$ cat config.mk
export PLATFORM = sky130hd
export DESIGN_NAME = cache_mem_arbiter
export DESIGN_NICKNAME = d
export VERILOG_FILES = /design/src/rtl/cache_mem_arbiter.sv
export SDC_FILE = /design/constraint.sdc
export NUM_CORES = 1
export LEC_CHECK = 0
export BUFFER_PORTS_ARGS = -buffer_cell sky130_fd_sc_hd__buf_2
export CAP_MARGIN = 20
export CORE_AREA = 5 5 103 105
export DETAILED_ROUTE_END_ITERATION = 16
export DIE_AREA = 0 0 108 110
export GPL_ROUTABILITY_DRIVEN = 0
export PLACE_DENSITY = 0.67
export SLEW_MARGIN = 15
export SYNTH_ARGS = -nofsm -noshare
export SYNTH_HDL_FRONTEND = slang
export SYNTH_SLANG_ARGS = --single-unit
$ cat constraint.sdc
create_clock -name CLK -period 1.8 [get_ports CLK]
set_input_delay 0.36 -clock CLK [delete_from_list [all_inputs] [get_ports CLK]]
set_output_delay 0.36 -clock CLK [all_outputs]
set_load 0.005 [all_outputs]
$ cat src/rtl/cache_mem_arbiter.sv
// Shares one single-word memory port between icache and dcache block bursts.
// Round-robin on contention; abort ends the burst at the next beat boundary.
module cache_mem_arbiter #(
   parameter int unsigned BLOCK_WORDS  = 4,
   parameter bit          DCACHE_FIRST = 1'b1
) (
   input  logic                           CLK,
   input  logic                           RST,
   input  logic                           abort,
   input  logic                           i_req,
   input  logic [31:0]                    i_addr,
   output logic [31:0]                    i_rdata,
   output logic                           i_beat_ack,
   output logic                           i_done,
   output logic                           i_err,
   input  logic                           d_req,
   input  logic                           d_wen,
   input  logic [31:0]                    d_addr,
   input  logic [31:0]                    d_wdata,
   output logic [$clog2(BLOCK_WORDS)-1:0] d_beat_idx,
   output logic [31:0]                    d_rdata,
   output logic                           d_beat_ack,
   output logic                           d_done,
   output logic                           d_err,
   output logic                           m_ren,
   output logic                           m_wen,
   output logic [31:0]                    m_addr,
   output logic [31:0]                    m_wdata,
   input  logic [31:0]                    m_rdata,
   input  logic                           m_busy
);

   localparam int unsigned BeatW = $clog2(BLOCK_WORDS);
   localparam int unsigned BaseW = 32 - BeatW - 2;
   localparam logic [BeatW-1:0] LastBeat = BeatW'(BLOCK_WORDS - 1);

   localparam logic [0:0] StIdle  = 1'b0;
   localparam logic [0:0] StBurst = 1'b1;

   // Owner / last-grant encoding: 1 = dcache, 0 = icache.
   logic [0:0]       state_q, state_d;
   logic             owner_q, owner_d;
   logic             wen_q, wen_d;
   logic [BaseW-1:0] base_q, base_d;
   logic [BeatW-1:0] beat_q, beat_d;
   logic             abort_pend_q, abort_pend_d;
   logic             last_grant_q, last_grant_d;

   logic in_burst, beat_done, term, term_err;
   logic grant_valid, grant_dcache;

   assign in_burst  = (state_q == StBurst);
   assign beat_done = in_burst & ~m_busy;
   assign term_err  = abort | abort_pend_q;
   assign term      = beat_done & ((beat_q == LastBeat) | term_err);

   assign grant_valid  = (state_q == StIdle) & ~abort & (i_req | d_req);
   assign grant_dcache = (i_req & d_req) ? ~last_grant_q : d_req;

   always_comb begin
      state_d      = state_q;
      owner_d      = owner_q;
      wen_d        = wen_q;
      base_d       = base_q;
      beat_d       = beat_q;
      abort_pend_d = abort_pend_q;
      last_grant_d = last_grant_q;
      unique case (state_q)
         StIdle: begin
            if (grant_valid) begin
               state_d      = StBurst;
               owner_d      = grant_dcache;
               wen_d        = grant_dcache & d_wen;
               base_d       = grant_dcache ? d_addr[31:BeatW+2] : i_addr[31:BeatW+2];
               beat_d       = '0;
               abort_pend_d = 1'b0;
            end
         end
         default: begin
            if (abort) abort_pend_d = 1'b1;
            if (term) begin
               // An aborted burst still counts as a turn so the other side is not starved.
               state_d      = StIdle;
               beat_d       = '0;
               abort_pend_d = 1'b0;
               last_grant_d = owner_q;
            end else if (beat_done) begin
               beat_d = beat_q + 1'b1;
            end
         end
      endcase
   end

   always_ff @(posedge CLK or posedge RST) begin
      if (RST) begin
         state_q      <= StIdle;
         owner_q      <= 1'b0;
         wen_q        <= 1'b0;
         base_q       <= '0;
         beat_q       <= '0;
         abort_pend_q <= 1'b0;
         last_grant_q <= ~DCACHE_FIRST;
      end else begin
         state_q      <= state_d;
         owner_q      <= owner_d;
         wen_q        <= wen_d;
         base_q       <= base_d;
         beat_q       <= beat_d;
         abort_pend_q <= abort_pend_d;
         last_grant_q <= last_grant_d;
      end
   end

   always_comb begin
      m_ren      = in_burst & ~wen_q;
      m_wen      = in_burst & wen_q;
      m_addr     = in_burst ? {base_q, beat_q, 2'b00} : 32'h0;
      m_wdata    = (in_burst & wen_q & owner_q) ? d_wdata : 32'h0;
      d_beat_idx = beat_q;

      i_beat_ack = beat_done & ~owner_q;
      i_done     = term & ~owner_q;
      i_err      = term & term_err & ~owner_q;
      i_rdata    = i_beat_ack ? m_rdata : 32'h0;

      d_beat_ack = beat_done & owner_q;
      d_done     = term & owner_q;
      d_err      = term & term_err & owner_q;
      d_rdata    = d_beat_ack ? m_rdata : 32'h0;
   end

endmodule
==> results.yml, run 1 <==
run_status:
  outcome: "finished, violations left"
  violations: "negative setup slack"
sta:
  fin_ws_ns: -0.0239
  fmax_mhz: 548
  skew_ns: 0.00679
  fin_tns_setup_ns: -0.0624
  worstMarginPinSlew_ns: 0.628
  finalHoldViolCount: 0
  min_period_ns: 1.82
  final-setup-viol-count: 10
  finalCritPeriodShare: 1.01
  rsz0062_at_grt: "true"
  slew_headroom: 0.581
  slew_viol_final: 0
power:
  power.total_mw: 4.87
  p_per_area_mw_per_mm2: 1040
  p_leak_nw: 2.91
  peakVddDrop_mv: 0.473
global_route:
  antenna_found_initial: 1
  grt_pass1_vias: 3070
  grt_max_degree: 42
  grt_overflow: 0
  grt.total_usage: 0.150
  grt_pass1_wl_um: 14500
synth:
  ys_seq_area_frac: 0.305
  yosysWarnings: 0
  synth.area.top_cells: "dfrtp_1 (30%), mux2_4 (28%), and3_1 (14%)"
  yosysMostFrequentCell: "and3_1"
  netlist.area_leader.share: 0.305
  ys_top_cells_by_count: "and3_1 (65), and2_1 (63), mux2_4 (53)"
  synth-edff-count: 0
  netlist_instances: 284
  synth.distinct_cells: 28
  ys_ff_latch: 35
  async_reset_ff_frac: 1.00
  synth_area_mm2: 0.00287
  synth.avg_cell_area_um2: 10.1
  synthFlopType: "dfrtp_1"
  synth_top_area_cell: "dfrtp_1"
drt:
  routedWlPerCell_um: 15.7
  ant_nets: 0
  via_count: 3057
  wl_um: 10600
  drt_iter0_markers: 114
  drc: 0
  via_per_inst: 4.52
  drt_first_pass_iters: 4
cells_and_area:
  final_area_mm2: 0.00466
  area_delta_synth_final_pct: 62.3
  layout-drive-gt1-share: 0.663
  fin_nets: 678
  antennaDiodeCount: 0
  utilization: 0.488
clock_tree:
  root_buffer: "clkbuf_8"
  clock_latency_ns: 0.29
  clockBufferDepth: 2
  cts_tree: "done"
  clock-sinks: 35
  clkTransAtPathRegs_ns: 0.07
  cts_buffers: 5
  htreeDepth: 2
flow_run:
  cap_violations: 0
floorplan:
  die_h_um: 110
  ioPinCount: 273
  fp-row-count: 36
  die-area_mm2: 0.0119
  core_mm2: 0.00955
  initial_core_util: 0.301
  die_w_um: 108
worst_setup_path:
  critPathTopFamily: "simple AND/OR/NAND/NOR gates"
  cp_max_fo: 20
  critPathBufInv: 2
  setup.worst_path.end_class: "output pin"
  critPathSlowestCell: "dfrtp_1"
  critPathLaunchType: "register"
  critPathMaxStageDelay_ns: 0.40
  path_cells: "and2b_4 > clkbuf_16 > and3_1 > buf_2"
  required_ns: 1.44
  startpoint: "in_burst$_DFF_PP0_"
  worstReg2RegStart: "in_burst$_DFF_PP0_"
  crit_type: "register to output pin"
  cp_data_arrival_time_ns: 1.46
placed_design:
  placed_cell_area_mm2: 0.00437
  hpwl_um: 8280
  port_buffers: 262
hold_path:
  min_path_type: "primary input to asynchronous set/reset pin"
## metal layers
metal | routed length (µm) | share of wire | track usage | vias up
met2 | 5560 | 0.53 | 0.266 | 130
li1 | - | - | - | 1483
met5 | 13 | 0.0012 | 0 | -
met3 | 730 | 0.069 | 0.0326 | 10
met4 | 120 | 0.011 | 0.0298 | 2
met1 | 4160 | 0.39 | 0.189 | 1432
## logic make-up after synthesis
group	Yosys count	share of synthesized area
and+or+nand+nor	148	0.313
muxes	58	0.296
DFF	35	0.305
buffers and inverters	33	0.0609
AOI/OAI and AO/OA	8	0.0200
adders and majority gates	1	0.00435
other	1	0.00130
## area by class of cell
type	count	area, µm²
multi-input cells	217	1900
clock buffers	5	68.8
repair buffers	279	1620
inverters	4	15.0
flip-flops and latches	35	877
well taps	133	166
fillers	921	4880
clock inverters	3	20.0
## where the power goes
group / internal (mW) / total, mW / switching, mW / leakage (nW)
Clock: 0.269 / 0.563 / 0.293 / 0.0402
Combinational: 1.68 / 2.92 / 1.24 / 2.46
Sequential: 1.17 / 1.39 / 0.220 / 0.414
## cell usage in the layout, fill, tap and decap left out, types with 2 or more instances in the layout
cell type   instances
buf_2             259
and2_1             63
and3_1             61
mux2_4             53
dfrtp_1            34
buf_12              8
nor2_1              5
clkbuf_8            5
o21ai_0             4
mux2_2              4
and3_4              4
buf_6               4
buf_4               4
nand2_1             3
clkbuf_16           3
nor3_4              2
inv_1               2
inv_2               2
nor2_2              2
conb_1              2
clkinvlp_4          2
## registers in the layout (all words and copies together) (netlist names)
register      flops
owner_q           1
in_burst          1
d_beat_idx        2
abort_pend_q      1
base_q           28
wen_q             1
last_grant_q      1
## path summary, 6_finish.rpt
path,cells past startpoint,slack [ns],end
worst max-delay path,4,-0.02,i_rdata[17]
worst min-delay path,2,0.15,wen_q$_DFFE_PP0P_
worst max register to register,4,0.24,base_q[9]$_DFFE_PP0P_
worst min register to register,1,0.50,base_q[16]$_DFFE_PP0P_
max in group asynchronous,3,1.11,base_q[16]$_DFFE_PP0P_
min in group CLK,3,0.34,in_burst$_DFF_PP0_
## stage by stage
stage	hold WS [ns]	worst slack, ns	cells
after floorplan	0.473	0.305	285
after global placement	0.464	0.134	663
after detailed placement	0.471	0.0672	663
after CTS	0.158	0.000778	671
after global routing	0.203	-0.0839	676
final	0.146	-0.0239	676
## what timing repair did
| item | CTS | global route |
|---|---|---|
| hold buffers | 0 | 0 |
| pin swaps | 0 | 5 |
| gates cloned | 0 | 4 |
| buffers inserted | 0 | 1 |
| gates resized for setup | 11 | 19 |
| endpoints found under the setup margin | 72 | 69 |
No activity file was read; power rests on OpenSTA's default activity.
==> run 2: changes to the inputs <==
- PLACE_DENSITY: 0.67 -> default
- PLACE_DENSITY_LB_ADDON: default -> 0.08
==> results.yml, run 2 (synthesis gave the netlist of run 1 again) <==
run_status:
  outcome: "completed"
worst_setup_path:
  critPathBufInv: 2
  crit_type: "register to output pin"
  critPathMaxStageDelay_ns: 0.42
  required_ns: 1.44
  timing.rr.end: "wen_q$_DFFE_PP0P_"
  critPathLaunchType: "register"
  path_cells: "and2b_4 > clkbuf_16 > and3_1 > buf_2"
  setup.worst_path.end_class: "output pin"
  critPathSlowestCell: "dfrtp_1"
  critPathTopFamily: "flip-flops"
  cp_data_arrival_time_ns: 1.41
  worstReg2RegStart: "in_burst$_DFF_PP0_"
  r2r_slack_ns: 0.22
  cp_max_fo: 16
  r2r_cells: 4
power:
  power.total_mw: 4.95
  power.sequential.fraction: 0.283
  swShare: 0.349
  p_sw_mw: 1.73
  p_per_area_mw_per_mm2: 1080
  p_int_mw: 3.22
  clock_power_share: 0.149
  peakVddDrop_mv: 0.412
  combPwrFrac: 0.569
  p_leak_nw: 2.92
flow_run:
  cap_violations: 0
placed_design:
  dp_slack_ns: 0.0533
  hpwl_um: 8080
  placed_cell_area_mm2: 0.00435
  dp.cells: 664
  port_buffers: 262
cells_and_area:
  layout-drive-gt1-share: 0.650
  antennaDiodeCount: 0
  final_cells: 678
  area_delta_synth_final_pct: 59.6
  final_common_cell: "buf_2"
  final_area_mm2: 0.00459
  largest_reg_flops: 28
  final_cell_mix: "buf_2 (262), and3_1 (64), and2_1 (63), mux2_4 (53), dfrtp_1 (35)"
  fin_nets: 680
  regMostFlops: "base_q"
drt:
  drt_iter0_markers: 111
  ant_nets: 0
  drc: 0
  drt_first_pass_iters: 4
  via_per_inst: 4.46
  routedWlPerCell_um: 15.9
  wl_um: 10800
  via_count: 3027
clock_tree:
  cts_tree: "done"
  root_buffer: "clkbuf_8"
  htreeDepth: 2
  clock_latency_ns: 0.28
  clockBufferDepth: 2
  cts_buffers: 5
  clock-sinks: 35
  clkTransAtPathRegs_ns: 0.07
floorplan:
  core_mm2: 0.00955
  fp-row-count: 36
  die_h_um: 110
  ioPinCount: 273
  initial_core_util: 0.301
  die-area_mm2: 0.0119
  die_w_um: 108
hold_path:
  min_path_type: "primary input to asynchronous set/reset pin"
sta:
  min_period_ns: 1.77
  rsz0062_at_grt: "true"
  finalCritPeriodShare: 0.985
  finalHoldViolCount: 0
  fin_ws_ns: 0.0278
  final-setup-viol-count: 0
  fmax_mhz: 564
  slew_viol_final: 0
  finalHoldWorstSlack_ns: 0.176
  skew_ns: 0.00263
global_route:
  grt_pass1_wl_um: 14800
  grt_max_degree: 65
  antenna_found_initial: 0
  grt_pass1_vias: 2989
  grt.total_usage: 0.154
  grt_overflow: 0
[run 2: cell count changes in the layout (fill, tap and decap cells not counted), sizes merged]
cell | before | now
and3 | 65 | 66
buf | 276 | 278
bufinv | 0 | 1
clkinvlp | 2 | 0
[run 2: repair_timing]
| item | 4_1_cts | 5_1_grt |
|---|---|---|
| pin swaps | 0 | 1 |
| buffers inserted | 0 | 2 |
| cloned | 0 | 4 |
| endpoints found under the setup margin | 35 | 72 |
| hold buffers | 0 | 0 |
| resized for setup | 3 | 9 |
[run 2: through the flow]
stage                     setup TNS, ns   util
after floorplan                       0      -
after global placement                0  0.455
after detailed placement              0  0.455
after CTS                       -0.0182  0.469
after global routing             -0.511  0.480
final                                 0  0.480
[run 2: worst max-delay path by stage]
| stage | from | endpoint | depth (start not counted) |
|---|---|---|---|
| detailed placement | wen_q$_DFFE_PP0P_ | m_wdata[26] | 3 |
| global route | owner_q$_DFFE_PP0P_ | i_rdata[16] | 4 |
| global placement | wen_q$_DFFE_PP0P_ | m_wdata[23] | 3 |
| finish | in_burst$_DFF_PP0_ | d_rdata[0] | 4 |
| floorplan | m_busy | d_rdata[0] | 4 |
| CTS | in_burst$_DFF_PP0_ | i_rdata[16] | 4 |
[run 2: power by group through the flow]
| stage | Combinational [mW] | Clock, mW | Sequential [mW] |
|---|---|---|---|
| after floorplan | 1.68 | 0 | 1.32 |
| after global placement | 2.66 | 0 | 1.37 |
| after detailed placement | 2.67 | 0 | 1.39 |
| after CTS | 2.70 | 0.762 | 1.39 |
| after global routing | 3.10 | 0.804 | 1.45 |
| final | 2.82 | 0.737 | 1.40 |
[run 2: area by class of cell]
cell class	instances	area, µm²
multi-input combinational	218	1860
fill	996	4960
clock inverter	2	35.0
sequential	35	876
clock buffer	6	82.6
timing repair buffer	280	1550
inverter	4	15.0
tap	133	166
[run 2: routing by layer]
| layer | vias up | share of wire | global-route usage |
|---|---|---|---|
| li1 | 1487 | - | - |
| met1 | 1403 | 0.40 | 0.191 |
| met2 | 130 | 0.51 | 0.270 |
| met3 | 7 | 0.075 | 0.0408 |
| met4 | 0 | 0.0081 | 0.0334 |
| met5 | - | 0 | 0 |
[run 2: tightest hold or removal path, stage by stage]
cell,delay [ns]
buf_2,0.09
inv_1,0.04
buf_4,0.40
==> run 3: changes to the inputs <==
- SETUP_SLACK_MARGIN: default -> 0.15
==> results.yml, run 3 (synthesis gave the netlist of run 1 again) <==
run_status:
  outcome: "completed"
clock_tree:
  cts_tree: "done"
  clock_latency_ns: 0.28
  root_buffer: "clkbuf_8"
  clock-sinks: 35
  holdBufCountCts: 0
  cts_buffers: 5
  clkTransAtPathRegs_ns: 0.07
  clockBufferDepth: 2
  htreeDepth: 2
cells_and_area:
  antennaDiodeCount: 0
  layout-drive-gt1-share: 0.661
  final_area_mm2: 0.00476
  fin_nets: 686
  utilization: 0.499
  final_common_cell: "buf_2"
  final_cells: 684
  area_delta_synth_final_pct: 65.8
  largest_reg_flops: 28
  final_cell_mix: "buf_2 (261), and3_1 (64), and2_1 (63), mux2_4 (53), dfrtp_1 (34)"
  regMostFlops: "base_q"
power:
  peakVddDrop_mv: 0.433
  power.total_mw: 5.17
  p_leak_nw: 2.99
  p_int_mw: 3.38
  clock_power_share: 0.142
  power.sequential.fraction: 0.270
  p_sw_mw: 1.79
  combPwrFrac: 0.588
  swShare: 0.346
  p_per_area_mw_per_mm2: 1090
worst_setup_path:
  setup.worst_path.end_class: "output pin"
  timing.rr.end: "wen_q$_DFFE_PP0P_"
  cp_max_fo: 32
  critPathSlowestCell: "dfrtp_1"
  crit_type: "register to output pin"
  worstReg2RegStart: "in_burst$_DFF_PP0_"
  required_ns: 1.44
  r2r_cells: 6
  path_cells: "and2b_4 > buf_16 > and3_1 > buf_2"
  r2r_slack_ns: 0.14
  critPathMaxStageDelay_ns: 0.39
  cp_data_arrival_time_ns: 1.37
  critPathLaunchType: "register"
floorplan:
  core_mm2: 0.00955
  fp-row-count: 36
  die_h_um: 110
  die_w_um: 108
  ioPinCount: 273
  initial_core_util: 0.301
  die-area_mm2: 0.0119
global_route:
  grt.total_usage: 0.164
  grt_overflow: 0
  grt_max_degree: 37
  antenna_found_initial: 0
  grt_pass1_vias: 3135
  grt_pass1_wl_um: 15700
sta:
  finalHoldWorstSlack_ns: 0.176
  finalCritPeriodShare: 0.960
  fin_ws_ns: 0.0718
  min_period_ns: 1.73
  fmax_mhz: 579
  skew_ns: 0.00298
  rsz0062_at_grt: "true"
  slew_viol_final: 0
  fin_tns_setup_ns: 0
  finalHoldViolCount: 0
  final-setup-viol-count: 0
drt:
  ant_nets: 0
  wl_um: 10800
  drt_first_pass_iters: 4
  drc: 0
  via_count: 3039
  drt_iter0_markers: 98
  routedWlPerCell_um: 15.8
  via_per_inst: 4.44
flow_run:
  cap_violations: 0
placed_design:
  placed_cell_area_mm2: 0.00435
  dp.cells: 664
  hpwl_um: 8080
  dp_slack_ns: 0.0533
  port_buffers: 262
hold_path:
  min_path_type: "primary input to asynchronous set/reset pin"
==> run 3: area by class of cell <==
cell class              count  area (µm²)
fillers                   980        4780
multi-input cells         218        1900
clock inverters             2        35.0
clock buffers               6        82.6
flip-flops and latches     35         877
inverters                   4        15.0
well taps                 133         166
repair buffers            286        1690
==> run 3: what timing repair did <==
action | 4_1_cts | 5_1_grt
gates resized for setup | 20 | 14
buffers inserted | 4 | 2
cloned | 3 | 3
pin swaps | 1 | 1
endpoints found under the setup margin | 102 | 149
==> run 3: layer usage <==
| layer | vias up | part of all wire | track usage |
|---|---|---|---|
| met3 | 9 | 0.075 | 0.0408 |
| li1 | 1496 | - | - |
| met5 | - | 0 | 0 |
| met1 | 1408 | 0.40 | 0.204 |
| met2 | 126 | 0.51 | 0.287 |
| met4 | 0 | 0.011 | 0.0361 |
==> run 3: worst max-delay path by stage <==
| stage | to | startpoint | cells past startpoint | slack (ns) |
|---|---|---|---|---|
| after global routing | i_rdata[14] | in_burst$_DFF_PP0_ | 4 | 0.005 |
| after detailed placement | m_wdata[26] | wen_q$_DFFE_PP0P_ | 3 | 0.05 |
| after CTS | i_rdata[16] | in_burst$_DFF_PP0_ | 4 | 0.06 |
| after global placement | m_wdata[23] | wen_q$_DFFE_PP0P_ | 3 | 0.10 |
| after floorplan | d_rdata[0] | m_busy | 4 | 0.30 |
| final | i_rdata[24] | in_burst$_DFF_PP0_ | 4 | 0.07 |
==> run 3: worst max-delay path: cells and delay by family (launching register included) <==
kind | cells | cell delay, ns
flops | 1 | 0.39
buf+inv | 2 | 0.29
simple gates | 2 | 0.40
==> run 3: power by group through the flow <==
stage,logic (mW),registers (mW),clock network [mW]
after floorplan,1.68,1.32,0
after global placement,2.66,1.37,0
after detailed placement,2.67,1.39,0
after CTS,2.92,1.40,0.762
after global routing,3.33,1.45,0.804
final,3.04,1.40,0.737
